File: config.mk
export PLATFORM = sky130hd
export DESIGN_NAME = zircon_avalon_ps2_cmd_ctrl
export DESIGN_NICKNAME = d
export VERILOG_FILES = /design/src/rtl/zircon_ps2_pkg.sv /design/src/rtl/zircon_ps2_tx_frame.sv /design/src/rtl/zircon_avalon_ps2_cmd_ctrl.sv
export SDC_FILE = /design/constraint.sdc
export NUM_CORES = 1
export LEC_CHECK = 0
export ABC_AREA = 1
export CORE_MARGIN = 2
export CORE_UTILIZATION = 45
export CTS_CLUSTER_DIAMETER = 80
export DETAILED_ROUTE_END_ITERATION = 7
export GPL_TIMING_DRIVEN = 0
export PLACE_DENSITY_LB_ADDON = 0.08
export SETUP_SLACK_MARGIN = 0.15
export SLEW_MARGIN = 15
export SYNTH_ARGS = -nofsm -noshare
export SYNTH_HDL_FRONTEND = slang
export SYNTH_SLANG_ARGS = --single-unit
File: constraint.sdc
create_clock -name clock -period 3.05 [get_ports clock]
set_input_delay 0.4575 -clock clock [delete_from_list [all_inputs] [get_ports clock]]
set_output_delay 0.4575 -clock clock [all_outputs]
set_load 0.03 [all_outputs]
File: src/rtl/zircon_ps2_pkg.sv
// zircon_ps2_pkg: shared types and constants for the PS/2
// host-to-device command path.
package zircon_ps2_pkg;

  typedef enum logic [2:0] {
    ST_IDLE,
    ST_INHIBIT,
    ST_SHIFT,
    ST_ACK,
    ST_RESP
  } state_e;

  typedef enum logic {
    PH_CMD,
    PH_ARG
  } phase_e;

  localparam logic [1:0] ERR_NONE    = 2'd0;
  localparam logic [1:0] ERR_TIMEOUT = 2'd1;
  localparam logic [1:0] ERR_NACK    = 2'd2;
  localparam logic [1:0] ERR_RESP    = 2'd3;

  localparam logic [7:0] PS2_ACK       = 8'hFA;
  localparam logic [7:0] PS2_RESEND    = 8'hFE;
  localparam logic [7:0] PS2_SET_LED   = 8'hED;
  localparam logic [7:0] PS2_RESET     = 8'hFF;
  localparam logic [7:0] PS2_TYPEMATIC = 8'hF3;

  // stop, odd parity, data (LSB first)
  function automatic logic [9:0] ps2_frame(input logic [7:0] b);
    return {1'b1, ~^b, b};
  endfunction

endpackage

File: src/rtl/zircon_ps2_tx_frame.sv
// zircon_ps2_tx_frame: frame build, edge-driven bit shifter,
// data pin drive and device ACK sampling.
module zircon_ps2_tx_frame
  import zircon_ps2_pkg::*;
(
  input  logic       clock,
  input  logic       reset,
  input  logic       load,
  input  logic [7:0] byte_in,
  input  logic       clear,
  input  logic       shift_en,
  input  logic       ack_en,
  input  logic       fall,
  input  logic       data_s,
  output logic       data_oe,
  output logic       bits_done,
  output logic       frame_done,
  output logic       ack_ok
);

  logic [9:0] frame_q, frame_d;
  logic [3:0] cnt_q, cnt_d;
  logic       oe_q, oe_d;

  assign bits_done  = shift_en & fall & (cnt_q == 4'd9);
  assign frame_done = ack_en & fall;
  assign ack_ok     = ~data_s;
  assign data_oe    = oe_q;

  // load drives the start bit; each falling edge puts out the next bit
  always_comb begin
    frame_d = frame_q;
    cnt_d   = cnt_q;
    oe_d    = oe_q;
    if (clear) begin
      oe_d  = 1'b0;
      cnt_d = '0;
    end else if (load) begin
      frame_d = ps2_frame(byte_in);
      cnt_d   = '0;
      oe_d    = 1'b1;
    end else if (shift_en && fall) begin
      oe_d  = ~frame_q[cnt_q];
      cnt_d = cnt_q + 4'd1;
    end
  end

  // frame registers; data pin released on reset
  always_ff @(posedge clock or negedge reset) begin
    if (!reset) begin
      frame_q <= '0;
      cnt_q   <= '0;
      oe_q    <= 1'b0;
    end else begin
      frame_q <= frame_d;
      cnt_q   <= cnt_d;
      oe_q    <= oe_d;
    end
  end

endmodule

File: src/rtl/zircon_avalon_ps2_cmd_ctrl.sv
// zircon_avalon_ps2_cmd_ctrl: PS/2 command sequencer with retry/timeout.
// ZIRCON_PS2_RESP_CHECK_EN adds the wait for the 0xFA/0xFE response.
module zircon_avalon_ps2_cmd_ctrl
  import zircon_ps2_pkg::*;
#(
  parameter int unsigned INHIBIT_CYCLES = 5760,
  parameter int unsigned TIMEOUT_CYCLES = 960000,
  parameter int unsigned MAX_RETRY      = 2
) (
  input  logic       clock,
  input  logic       reset,
  input  logic       ps2_clk_in,
  input  logic       ps2_data_in,
  output logic       ps2_clk_oe,
  output logic       ps2_data_oe,
  input  logic       cmd_valid,
  output logic       cmd_ready,
  input  logic [7:0] cmd_byte,
  input  logic       cmd_has_arg,
  input  logic [7:0] cmd_arg,
  input  logic       rx_valid,
  input  logic [7:0] rx_byte,
  output logic       rx_block,
  output logic       busy,
  output logic       done,
  output logic       error,
  output logic [1:0] err_code
);

  localparam int unsigned IW = $clog2(INHIBIT_CYCLES + 1);
  localparam int unsigned TW = $clog2(TIMEOUT_CYCLES + 1);
  localparam int unsigned RW = $clog2(MAX_RETRY + 2);
  localparam logic [IW-1:0] INH_LAST = IW'(INHIBIT_CYCLES - 1);
  localparam logic [IW-1:0] LOAD_AT =
    IW'((INHIBIT_CYCLES >= 16) ? INHIBIT_CYCLES - 16 : 0);
  localparam logic [TW-1:0] TMO_LAST = TW'(TIMEOUT_CYCLES - 1);
  localparam logic [RW-1:0] RETRY_MAX = RW'(MAX_RETRY);

  state_e          state_q, state_d;
  phase_e          phase_q, phase_d;
  logic [IW-1:0]   inh_q, inh_d;
  logic [TW-1:0]   tmo_q, tmo_d;
  logic [RW-1:0]   retry_q, retry_d;
  logic [7:0]      cmd_q, cmd_d;
  logic [7:0]      arg_q, arg_d;
  logic            has_arg_q, has_arg_d;
  logic            done_q, done_d;
  logic            error_q, error_d;
  logic [1:0]      err_code_q, err_code_d;
  logic            clk_oe_q, clk_oe_d;

  logic clk_s1_q, clk_s2_q, clk_prev_q;
  logic dat_s1_q, dat_s2_q;
  logic fall;

  logic       ev_ok, ev_retry;
  logic [1:0] fail_code, retry_code;
  logic       load, clear, shift_en, ack_en;
  logic [7:0] tx_byte;
  logic       frame_oe, bits_done, frame_done, ack_ok;

  assign fall      = clk_prev_q & ~clk_s2_q;
  assign shift_en  = (state_q == ST_SHIFT);
  assign ack_en    = (state_q == ST_ACK);
  assign clk_oe_d  = (state_d == ST_INHIBIT);
  assign clear     = (state_d == ST_IDLE);
  assign load      = (state_d == ST_INHIBIT) && (inh_d == LOAD_AT);
  assign tx_byte   = (phase_d == PH_ARG) ? arg_d : cmd_d;

  assign cmd_ready   = (state_q == ST_IDLE);
  assign busy        = ~cmd_ready;
  assign rx_block    = (state_q != ST_IDLE);
  assign ps2_clk_oe  = clk_oe_q;
  assign ps2_data_oe = frame_oe;
  assign done        = done_q;
  assign error       = error_q;
  assign err_code    = err_code_q;

`ifndef ZIRCON_PS2_RESP_CHECK_EN
  logic unused_rx;
  assign unused_rx = ^{rx_valid, rx_byte};
`endif

  zircon_ps2_tx_frame u_frame (
    .clock      (clock),
    .reset      (reset),
    .load       (load),
    .byte_in    (tx_byte),
    .clear      (clear),
    .shift_en   (shift_en),
    .ack_en     (ack_en),
    .fall       (fall),
    .data_s     (dat_s2_q),
    .data_oe    (frame_oe),
    .bits_done  (bits_done),
    .frame_done (frame_done),
    .ack_ok     (ack_ok)
  );

  // pin synchronizers plus the previous clock sample for edge detect
  always_ff @(posedge clock or negedge reset) begin
    if (!reset) begin
      clk_s1_q   <= 1'b1;
      clk_s2_q   <= 1'b1;
      clk_prev_q <= 1'b1;
      dat_s1_q   <= 1'b1;
      dat_s2_q   <= 1'b1;
    end else begin
      clk_s1_q   <= ps2_clk_in;
      clk_s2_q   <= clk_s1_q;
      clk_prev_q <= clk_s2_q;
      dat_s1_q   <= ps2_data_in;
      dat_s2_q   <= dat_s1_q;
    end
  end

  // sequencer: next state, counters, retry and completion decode
  always_comb begin
    state_d    = state_q;
    phase_d    = phase_q;
    inh_d      = inh_q;
    tmo_d      = '0;
    retry_d    = retry_q;
    cmd_d      = cmd_q;
    arg_d      = arg_q;
    has_arg_d  = has_arg_q;
    err_code_d = err_code_q;
    done_d     = 1'b0;
    error_d    = 1'b0;
    ev_ok      = 1'b0;
    ev_retry   = 1'b0;
    fail_code  = ERR_NONE;
    retry_code = ERR_NACK;
    case (state_q)
      ST_IDLE: begin
        if (cmd_valid) begin
          cmd_d      = cmd_byte;
          arg_d      = cmd_arg;
          has_arg_d  = cmd_has_arg;
          phase_d    = PH_CMD;
          retry_d    = '0;
          err_code_d = ERR_NONE;
          inh_d      = '0;
          state_d    = ST_INHIBIT;
        end
      end
      ST_INHIBIT: begin
        if (inh_q == INH_LAST) state_d = ST_SHIFT;
        else inh_d = inh_q + IW'(1);
      end
      default: begin
        tmo_d = tmo_q + TW'(1);
        if (tmo_q == TMO_LAST) begin
          fail_code = ERR_TIMEOUT;
        end else if (state_q == ST_SHIFT) begin
          if (bits_done) state_d = ST_ACK;
        end else if (state_q == ST_ACK) begin
          if (frame_done) begin
            if (!ack_ok) ev_retry = 1'b1;
`ifdef ZIRCON_PS2_RESP_CHECK_EN
            else state_d = ST_RESP;
`else
            else ev_ok = 1'b1;
`endif
          end
        end
`ifdef ZIRCON_PS2_RESP_CHECK_EN
        else if (rx_valid) begin
          retry_code = ERR_RESP;
          if (rx_byte == PS2_ACK) ev_ok = 1'b1;
          else if (rx_byte == PS2_RESEND) ev_retry = 1'b1;
          else fail_code = ERR_RESP;
        end
`endif
      end
    endcase
    if (ev_ok) begin
      if (phase_q == PH_CMD && has_arg_q) begin
        phase_d = PH_ARG;
        retry_d = '0;
        inh_d   = '0;
        state_d = ST_INHIBIT;
      end else begin
        done_d  = 1'b1;
        state_d = ST_IDLE;
      end
    end
    if (ev_retry) begin
      if (retry_q < RETRY_MAX) begin
        retry_d = retry_q + RW'(1);
        inh_d   = '0;
        state_d = ST_INHIBIT;
      end else begin
        fail_code = retry_code;
      end
    end
    if (fail_code != ERR_NONE) begin
      error_d    = 1'b1;
      err_code_d = fail_code;
      state_d    = ST_IDLE;
    end
  end

  // sequencer state and registered outputs
  always_ff @(posedge clock or negedge reset) begin
    if (!reset) begin
      state_q    <= ST_IDLE;
      phase_q    <= PH_CMD;
      inh_q      <= '0;
      tmo_q      <= '0;
      retry_q    <= '0;
      cmd_q      <= '0;
      arg_q      <= '0;
      has_arg_q  <= 1'b0;
      done_q     <= 1'b0;
      error_q    <= 1'b0;
      err_code_q <= ERR_NONE;
      clk_oe_q   <= 1'b0;
    end else begin
      state_q    <= state_d;
      phase_q    <= phase_d;
      inh_q      <= inh_d;
      tmo_q      <= tmo_d;
      retry_q    <= retry_d;
      cmd_q      <= cmd_d;
      arg_q      <= arg_d;
      has_arg_q  <= has_arg_d;
      done_q     <= done_d;
      error_q    <= error_d;
      err_code_q <= err_code_d;
      clk_oe_q   <= clk_oe_d;
    end
  end

endmodule
[Word-level counts from Yosys, hierarchy flattened]
Cells that the tools add are included.
Word-level totals
  register bits: 81
  word-level logic and storage cells: 122
  input bits: 31
  output and inout bits: 9
Operators by class
  bitwise logic cells: 9
  reductions and logical operators: 15
  order comparisons: 2
  equality and inequality tests: 8
  $add $sub $neg: 4
  multiplexer cells: 64
Operators with widths (count)
  $mux W13: 6
  $mux W8: 5
  $mux W3: 9
  $eq A13 B13 Y1 const B: 2
  $mux W1: 26
  $pmux W13 S2: 1
  $mux W2: 11
  $add A20 B1 Y20 const B: 1
  $eq A20 B20 Y1 const B: 1
  $mux W20: 1
  $add A13 B1 Y13 const B: 1
  $mux W4: 3
  $reduce_xnor A8 Y1: 1
  $eq A3 B1 Y1 const B: 2
  $eq A3 B2 Y1 const B: 2
  $logic_not A3 Y1: 2
  $pmux W3 S2: 1
  $reduce_and A2 Y1: 3
  $reduce_bool A2 Y1: 3
  $reduce_bool A3 Y1: 2
  $lt A4 B5 Y1 const B: 1
  $not A1 Y1: 5
  $add A4 B1 Y4 const B: 1
  $and A1 B1 Y1: 4
  6 further kinds: 8

[Depth between registers and ports, before layout]
Gate-level depths: netlist of run 1.
  depth after elaboration: 16
  gate-level depth with buffers: 19
  mapped depth without buffers: 17

[Modules after synthesis]
A second synthesis of run 1 with hierarchy kept.
Second synthesis, totals
  cells, all modules: 599
  area, all modules: 4435.5 sq um
Modules (own cells, without submodules)
  zircon_avalon_ps2_cmd_ctrl: sequential area each 1657.8 sq um, cells an instance 459, area an instance 3493.4 sq um, instances 1
  zircon_ps2_tx_frame: sequential area each 375.4 sq um, cells an instance 140, area an instance 942.2 sq um, instances 1

[Worst setup path after synthesis of run 1]
No wires, ideal clock.
  path type: register to register
  start: register state_q[2]
  end: register u_frame.frame_q[8]
  path buffers: 2
  slack: 0.848 ns
  required time: 2.933 ns
  setup time: 0.117 ns
  stages on the path, launching flop included: 17
  clock period less this slack: 2.202 ns
  arrival time: 2.085 ns
  cells stage by stage: dfrtp_1 > inv_2 > nand2_2 > nor2_2 > nand2_1 > buf_4 > nand2_1 > buf_2 > nand3_1 > nand2_1 > nand2_1 > nand2_1 > nand2_1 > nand2_1 > nand2_1 > nand3_1 > nand2_1
Between the ends
  elaborated cells on any way between the ends: 50
  those cells by class: 5 x eq/ne; 34 x mux; 4 x bitwise; 7 x reduce/logical
RTL lines
  from (decl): line zircon_avalon_ps2_cmd_ctrl.sv:39  | state_e state_q, state_d;
  from (signal assigned): line zircon_avalon_ps2_cmd_ctrl.sv:220  | state_q <= state_d;
  $logic_not A3 Y1 (*)
  named net cmd_ready: line zircon_avalon_ps2_cmd_ctrl.sv:17  | output logic cmd_ready,
  branches (longest 9 deep; another with $pmux W13 S2)
  to (signal assigned): line zircon_ps2_tx_frame.sv:55  | frame_q <= frame_d;
  to (decl): line zircon_ps2_tx_frame.sv:21  | logic [9:0] frame_q, frame_d;
Mark *: on every way through the listed nets, which the timed path passes.
A chain may end at the register's enable or synchronous reset.

[Worst setup path in the final report of run 1]
  start: register inh_q[0]
  end: register u_frame.frame_q[8]
Between the ends
  cells in the longest elaborated chain, start to end: 10
  elaborated cells on any way between the ends: 21
  those cells by class: 1 x add/sub; 3 x eq/ne; 13 x mux; 1 x bitwise; 3 x reduce/logical
RTL lines
  from (decl): line zircon_avalon_ps2_cmd_ctrl.sv:41  | logic [IW-1:0] inh_q, inh_d;
  from (signal assigned): line zircon_avalon_ps2_cmd_ctrl.sv:222  | inh_q <= inh_d;
  $add A13 B1 Y13 / $eq A13 B13 Y1 (equally long branches): line zircon_avalon_ps2_cmd_ctrl.sv:149, zircon_avalon_ps2_cmd_ctrl.sv:148
  $mux W13 / $mux W3 (equally long branches): line zircon_avalon_ps2_cmd_ctrl.sv:148  | if (inh_q == INH_LAST) state_d = ST_SHIFT;
  $pmux W13 S2 / $pmux W3 S2 (equally long branches): line zircon_avalon_ps2_cmd_ctrl.sv:134  | case (state_q)
  $mux W13 / $mux W3 (equally long branches): line zircon_avalon_ps2_cmd_ctrl.sv:178, zircon_avalon_ps2_cmd_ctrl.sv:177
  $mux W13 / $mux W3 (equally long branches): line zircon_avalon_ps2_cmd_ctrl.sv:177, zircon_avalon_ps2_cmd_ctrl.sv:189
  $mux W13 / $mux W3 (equally long branches): line zircon_avalon_ps2_cmd_ctrl.sv:189, zircon_avalon_ps2_cmd_ctrl.sv:188
  $mux W13 / $mux W3 (equally long branches): line zircon_avalon_ps2_cmd_ctrl.sv:188, zircon_avalon_ps2_cmd_ctrl.sv:197
  $eq A13 B13 Y1 (tied with other cells): line zircon_avalon_ps2_cmd_ctrl.sv:67  | assign load = (state_d == ST_INHIBIT) && (inh_d == LOAD_AT);
  $logic_and A1 B1 Y1 / $not A1 Y1 (equally long branches)
  $reduce_and A2 Y1 (no source line) (*)
Every way passes the cells marked *; elsewhere a longest branch is shown, timed or not.

==> flow_summary.yaml, run 1 <==
yosys:
  ys.flop_type: "dfrtp_1"
  syn_nets: 645
  ys_ff_latch: 81
  syn_area_mm2: 0.00453
  syn_avg_cell_area_um2: 7.43
  synth.distinct_cells: 36
  yosys-top-cells-area: "dfrtp_1, nand2_1, inv_1, nor2_1, nand3_1"
  synth_top_cell_area_share: 0.420
  synth_largest_area_cell: "dfrtp_1"
  synth_edf_count: 0
  yosysWarnings: 0
  yosysSeqAreaShare: 0.449
  synth-async-reset-ratio: 1.00
  syn_inst: 610
sta:
  holdWs_ns: 0.0646
  slew_headroom: 0.673
  rsz0062_at_grt: "false"
  skew_ns: 0.00998
  worst_slack_ns: 0.538
  timing.final.crit_period_ns: 2.51
  tns_ns: 0
  report.final.slew_viol_count: 0
  worst_pin_slew_ns: 0.490
  max_freq_ghz: 0.398
  hold_viol_final: 0
  setup_viol: 0
  timing.final.crit_share: 0.824
critical_path:
  rr_endpoint: "u_frame.frame_q[8]$_DFFE_PN0P_"
  rr_worst_depth: 16
  startpoint: "inh_q[0]$_DFF_PN0_"
  rrSetupSlack_ns: 0.54
  crit_chain: "ha_1 -> nand2_1 -> inv_1 -> nand2_1 -> inv_2 -> a21oi_2 -> nand3b_1 -> nand2_1 -> nand3_1 -> nor2_1 -> nand2_1 -> nor2_4 -> nand2_4 -> buf_6 -> nand2_1 -> nand2_1"
  cp.arrival_ns: 2.77
  crit_slowest_cell: "dfrtp_1"
  critPathMaxStageDelay_ns: 0.41
  startpoint_type: "flip-flop"
  endpoint_kind: "flip-flop"
  cp_common_cell: "nand2_1"
  r2r_start: "inh_q[0]$_DFF_PN0_"
  cp_max_fo: 10
  endpoint: "u_frame.frame_q[8]$_DFFE_PN0P_"
  setup.worst_path.class: "flip-flop to flip-flop"
  required_ns: 3.31
final_layout:
  seq_area_mm2: 0.00203
  num_antenna_cells: 0
  multi_input_area_mm2: 0.00207
  fin_nets: 687
  syn_to_final_growth_pct: 14.9
  fillCellCount: 962
  layout-drive-gt1-share: 0.120
min_path:
  hold_path.class: "input pin to async pin"
power:
  ir_drop_mv: 0.254
  p_leak_nw: 2.58
  power_per_cell_area_mw_per_mm2: 575
route:
  ant_nets: 0
  wl_per_cell_um: 12.7
  drt_iter0_markers: 140
  viasPerCell: 4.94
  num_vias: 3901
  drt-total-wl_mm: 10.0
  firstDrtPassIters: 5
  drc: 0
cts:
  cts.sinks: 81
  htreeDepth: 3
  hold_buffers: 0
  clockRootBuffer: "clkbuf_8"
  path_clk_slew_ns: 0.08
  cts.path.max_buffers: 2
  cts_made_buffers: 9
  clk_latency_ns: 0.36
  cts_setup_buffers: 0
  cts_tree: "yes"
  ctsResizeCount: 0
die:
  dieArea_mm2: 0.0109
  die_height_um: 104
  die_w_um: 104
  design.core.area_mm2: 0.00977
  num_io_pins: 40
  rows: 36
  initial_core_util: 0.463
global_routing:
  antenna_found_initial: 0
  grt_max_degree: 47
  grt_pass1_vias: 3878
  grt.total_usage: 0.200
  grt_pass1_wl_mm: 17.6
  overflow: 0
placed_design:
  post-dp-hpwl_mm: 7.64
  post-place-ws_ns: 0.504
  gp_congestion: 0.885
  port-buffer-count: 30
flow_run:
  drv_cap: 0
outcome:
  outcome: "finished, final reports clean"
## sequential cells by signal (all words and copies together) (netlist names), 2 cells and up
name             flops
retry_q              2
err_code             2
u_frame.frame_q     10
inh_q               13
tmo_q               20
arg_q                8
u_frame.cnt_q        4
state_q              3
cmd_q                8
## logic make-up after synthesis
| family | count (synthesis) | synth area share |
|---|---|---|
| buffers and inverters | 105 | 0.0945 |
| XOR/XNOR | 7 | 0.0135 |
| AO/OA/AOI/OAI | 78 | 0.0989 |
| flip-flops | 81 | 0.449 |
| AND/OR/NAND/NOR | 335 | 0.333 |
| adder cells (fa/ha/maj) | 4 | 0.0111 |
## layer usage
layer | share of wire | GRT usage | vias up
met5 | 0 | 0 | -
li1 | - | - | 2003
met2 | 0.47 | 0.337 | 64
met1 | 0.48 | 0.254 | 1814
met4 | 0.020 | 0.0869 | 0
met3 | 0.034 | 0.0307 | 20
## layout make-up
cell class,instances,area share
Sequential cell,81,0.391
Clock inverter,2,0.00240
Tap cell,133,0.0320
Buffer,13,0.0159
Clock buffer,14,0.0332
Multi-Input combinational cell,424,0.397
Timing Repair Buffer,31,0.0625
Inverter,92,0.0663
## how the worst min path moves through the flow
stage	start	to	slack, ns	cells after the start
after global routing	reset	tmo_q[1]$_DFF_PN0_	0.1	1
after CTS	reset	inh_q[5]$_DFF_PN0_	0.07	1
after global placement	dat_s1_q$_DFF_PN1_	dat_s2_q$_DFF_PN1_	0.35	0
final	reset	tmo_q[1]$_DFF_PN0_	0.06	1
after detailed placement	dat_s1_q$_DFF_PN1_	dat_s2_q$_DFF_PN1_	0.35	0
after floorplan	reset	arg_q[0]$_DFF_PN0_	0.16	0
## synthesized netlist by cell type (all sizes together) (5+ instances only)
master,instances
a21oi,19
o21ai,52
inv,92
xor2,6
nand4,15
dfrtp,76
buf,11
nor2,66
nor3,6
nand3,45
dfstp,5
nand2,193
## critical path, delay by kind of cell (launching register included)
kind | cells | cell delay, ns
buffers and inverters | 3 | 0.29
AND/OR/NAND/NOR | 11 | 1.16
flip-flops | 1 | 0.41
adder cells (fa/ha/maj) | 1 | 0.24
AO/OA/AOI/OAI | 1 | 0.30
## stage by stage
| step | total power [mW] | cell area (um2) | utilization | instances |
|---|---|---|---|---|
| after floorplan | 2.03 | 4530 | - | 610 |
| after global placement | 2.24 | 5000 | 0.511 | 773 |
| after detailed placement | 2.27 | 5020 | 0.514 | 774 |
| after CTS | 3.02 | 5210 | 0.533 | 790 |
| after global routing | 3.24 | 5210 | 0.533 | 790 |
| final | 2.99 | 5210 | 0.533 | 790 |
## where the power goes
group | switching [mW] | internal, mW
combinational | 0.574 | 0.334
sequential | 0.107 | 1.23
clock | 0.379 | 0.362
## layout by cell type (no fill, tap or decap), types with 5 or more instances in the layout
master           count
a21oi_1             18
buf_2                6
clkbuf_8            12
clkdlybuf4s50_1     29
dfrtp_1             76
dfstp_2              5
inv_1               82
inv_2               10
nand2_1            185
nand2_2              6
nand3_1             40
nand4_1             15
nor2_1              57
nor2_2               6
nor3_1               5
o21ai_0             36
o21ai_1              7
o21ai_2              9
xor2_1               6
No activity file was read; power rests on OpenSTA's default activity.
==> inputs of run 2 (changes only) <==
clock period = 2.4 ns   (was 3.05 ns; I/O delays follow)
==> flow_summary.yaml, run 2 (synthesis gave the netlist of run 1 again) <==
outcome:
  outcome: "finished, final reports clean"
final_layout:
  num_antenna_cells: 0
  largest_register_ffs: 20
  fin_nets: 727
  syn_to_final_growth_pct: 28.0
  final_util: 0.593
  layout_common_cells: "nand2_1, inv_1, dfrtp_1, nor2_1, buf_4"
  layout_commonest_cell: "nand2_1"
  reg.largest.list: "tmo_q x20, inh_q x13, u_frame.frame_q x10"
  largest-register: "tmo_q"
  layout-drive-gt1-share: 0.222
sta:
  timing.final.crit_share: 0.961
  rsz0062_at_grt: "true"
  setup_viol: 0
  timing.final.crit_period_ns: 2.31
  hold_viol_final: 0
  slew_headroom: 0.667
  max_freq_ghz: 0.434
  holdWs_ns: 0.359
  report.final.slew_viol_count: 0
  skew_ns: 0.00836
  worst_pin_slew_ns: 0.499
critical_path:
  endpoint_kind: "flip-flop"
  worst-path-buf-inv: 2
  required_ns: 2.68
  cp.arrival_ns: 2.59
  setup.worst_path.class: "flip-flop to flip-flop"
  cp_max_fo: 8
  startpoint_type: "flip-flop"
  crit_chain: "nand2_2 -> nor2_4 -> nand2_4 -> nor2_4 -> nand3_4 -> buf_8 -> nand4_1 -> nand2_2 -> nor2_2 -> nand2_2 -> nor2_4 -> nand2_4 -> clkbuf_16 -> o21ai_2"
  crit_slowest_cell: "dfstp_2"
  critPathMaxStageDelay_ns: 0.53
  cp_top_family: "simple AND/OR/NAND/NOR gates"
cts:
  cts_tree: "yes"
  path_clk_slew_ns: 0.08
  cts.path.max_buffers: 2
  clk_latency_ns: 0.36
  clockRootBuffer: "clkbuf_8"
  htreeDepth: 3
  cts.sinks: 81
  cts_made_buffers: 9
die:
  design.core.area_mm2: 0.00977
  rows: 36
  die_height_um: 104
  die_w_um: 104
  initial_core_util: 0.463
  dieArea_mm2: 0.0109
  num_io_pins: 40
route:
  drc: 0
  drt_iter0_markers: 119
  ant_nets: 0
  num_vias: 4133
  wl_per_cell_um: 13.1
  viasPerCell: 4.98
  firstDrtPassIters: 4
  drt-total-wl_mm: 10.9
global_routing:
  grt_pass1_vias: 3984
  grt_max_degree: 47
  overflow: 0
  grt.total_usage: 0.204
  grt_pass1_wl_mm: 18.0
  antenna_found_initial: 0
power:
  power_per_cell_area_mw_per_mm2: 714
  ir_drop_mv: 0.330
  p_leak_nw: 2.83
placed_design:
  post-dp-hpwl_mm: 7.64
  port-buffer-count: 30
  gp_congestion: 0.885
min_path:
  hold_path.class: "flip-flop to flip-flop"
flow_run:
  drv_cap: 0
==> run 2: layout make-up <==
type,count,area [um2]
clock inverters,2,12.5
multi-input cells,425,2290
repair buffers,70,653
plain buffers,13,106
fillers,904,3980
inverters,92,355
clock buffers,14,173
flip-flops and latches,81,2040
well taps,133,166
==> run 2: final timing paths <==
| kind | from | to | slack [ns] | depth (start not counted) |
|---|---|---|---|---|
| setup / recovery | clk_prev_q$_DFF_PN1_ | u_frame.frame_q[5]$_DFFE_PN0P_ | 0.09 | 14 |
| hold / removal | dat_s1_q$_DFF_PN1_ | dat_s2_q$_DFF_PN1_ | 0.36 | 0 |
| setup reg to reg | clk_prev_q$_DFF_PN1_ | u_frame.frame_q[5]$_DFFE_PN0P_ | 0.09 | 14 |
| hold reg to reg | dat_s1_q$_DFF_PN1_ | dat_s2_q$_DFF_PN1_ | 0.36 | 0 |
| max in group asynchronous | reset | dat_s1_q$_DFF_PN1_ | 1.25 | 3 |
| min in group asynchronous | reset | tmo_q[1]$_DFF_PN0_ | 0.51 | 2 |
==> run 2: timing repair <==
action	4_1_cts	5_1_grt
setup endpoints to repair	15	19
pin swaps	14	26
hold buffers	1	0
setup buffers	17	19
hold endpoints to repair	32	0
gates resized for setup	27	56
gates cloned	0	3
==> run 2: report_power, final <==
part | switching [mW] | total, mW | internal [mW] | leakage (nW)
registers | 0.132 | 1.70 | 1.57 | 1.03
clock network | 0.484 | 0.945 | 0.461 | 0.0927
logic | 0.876 | 1.49 | 0.616 | 1.71
==> run 2: layer usage <==
metal	GRT usage	vias up	part of all wire
met4	0.0907	0	0.019
met2	0.348	76	0.49
met3	0.0307	20	0.040
met5	0	-	0
li1	-	2091	-
met1	0.256	1946	0.45
==> run 2: stage by stage <==
step / area [um2] / TNS (ns) / setup WS (ns) / power, mW / instances
floorplan: 4530 / 0 / 0.198 / 2.58 / 610
global placement: 5000 / -154.31 / -1.96 / 2.85 / 773
detailed placement: 5020 / -0.925 / -0.119 / 2.88 / 774
CTS: 5460 / 0 / 0.122 / 3.96 / 808
global route: 5800 / -0.345 / -0.0408 / 4.45 / 830
finish: 5800 / 0 / 0.0933 / 4.14 / 830
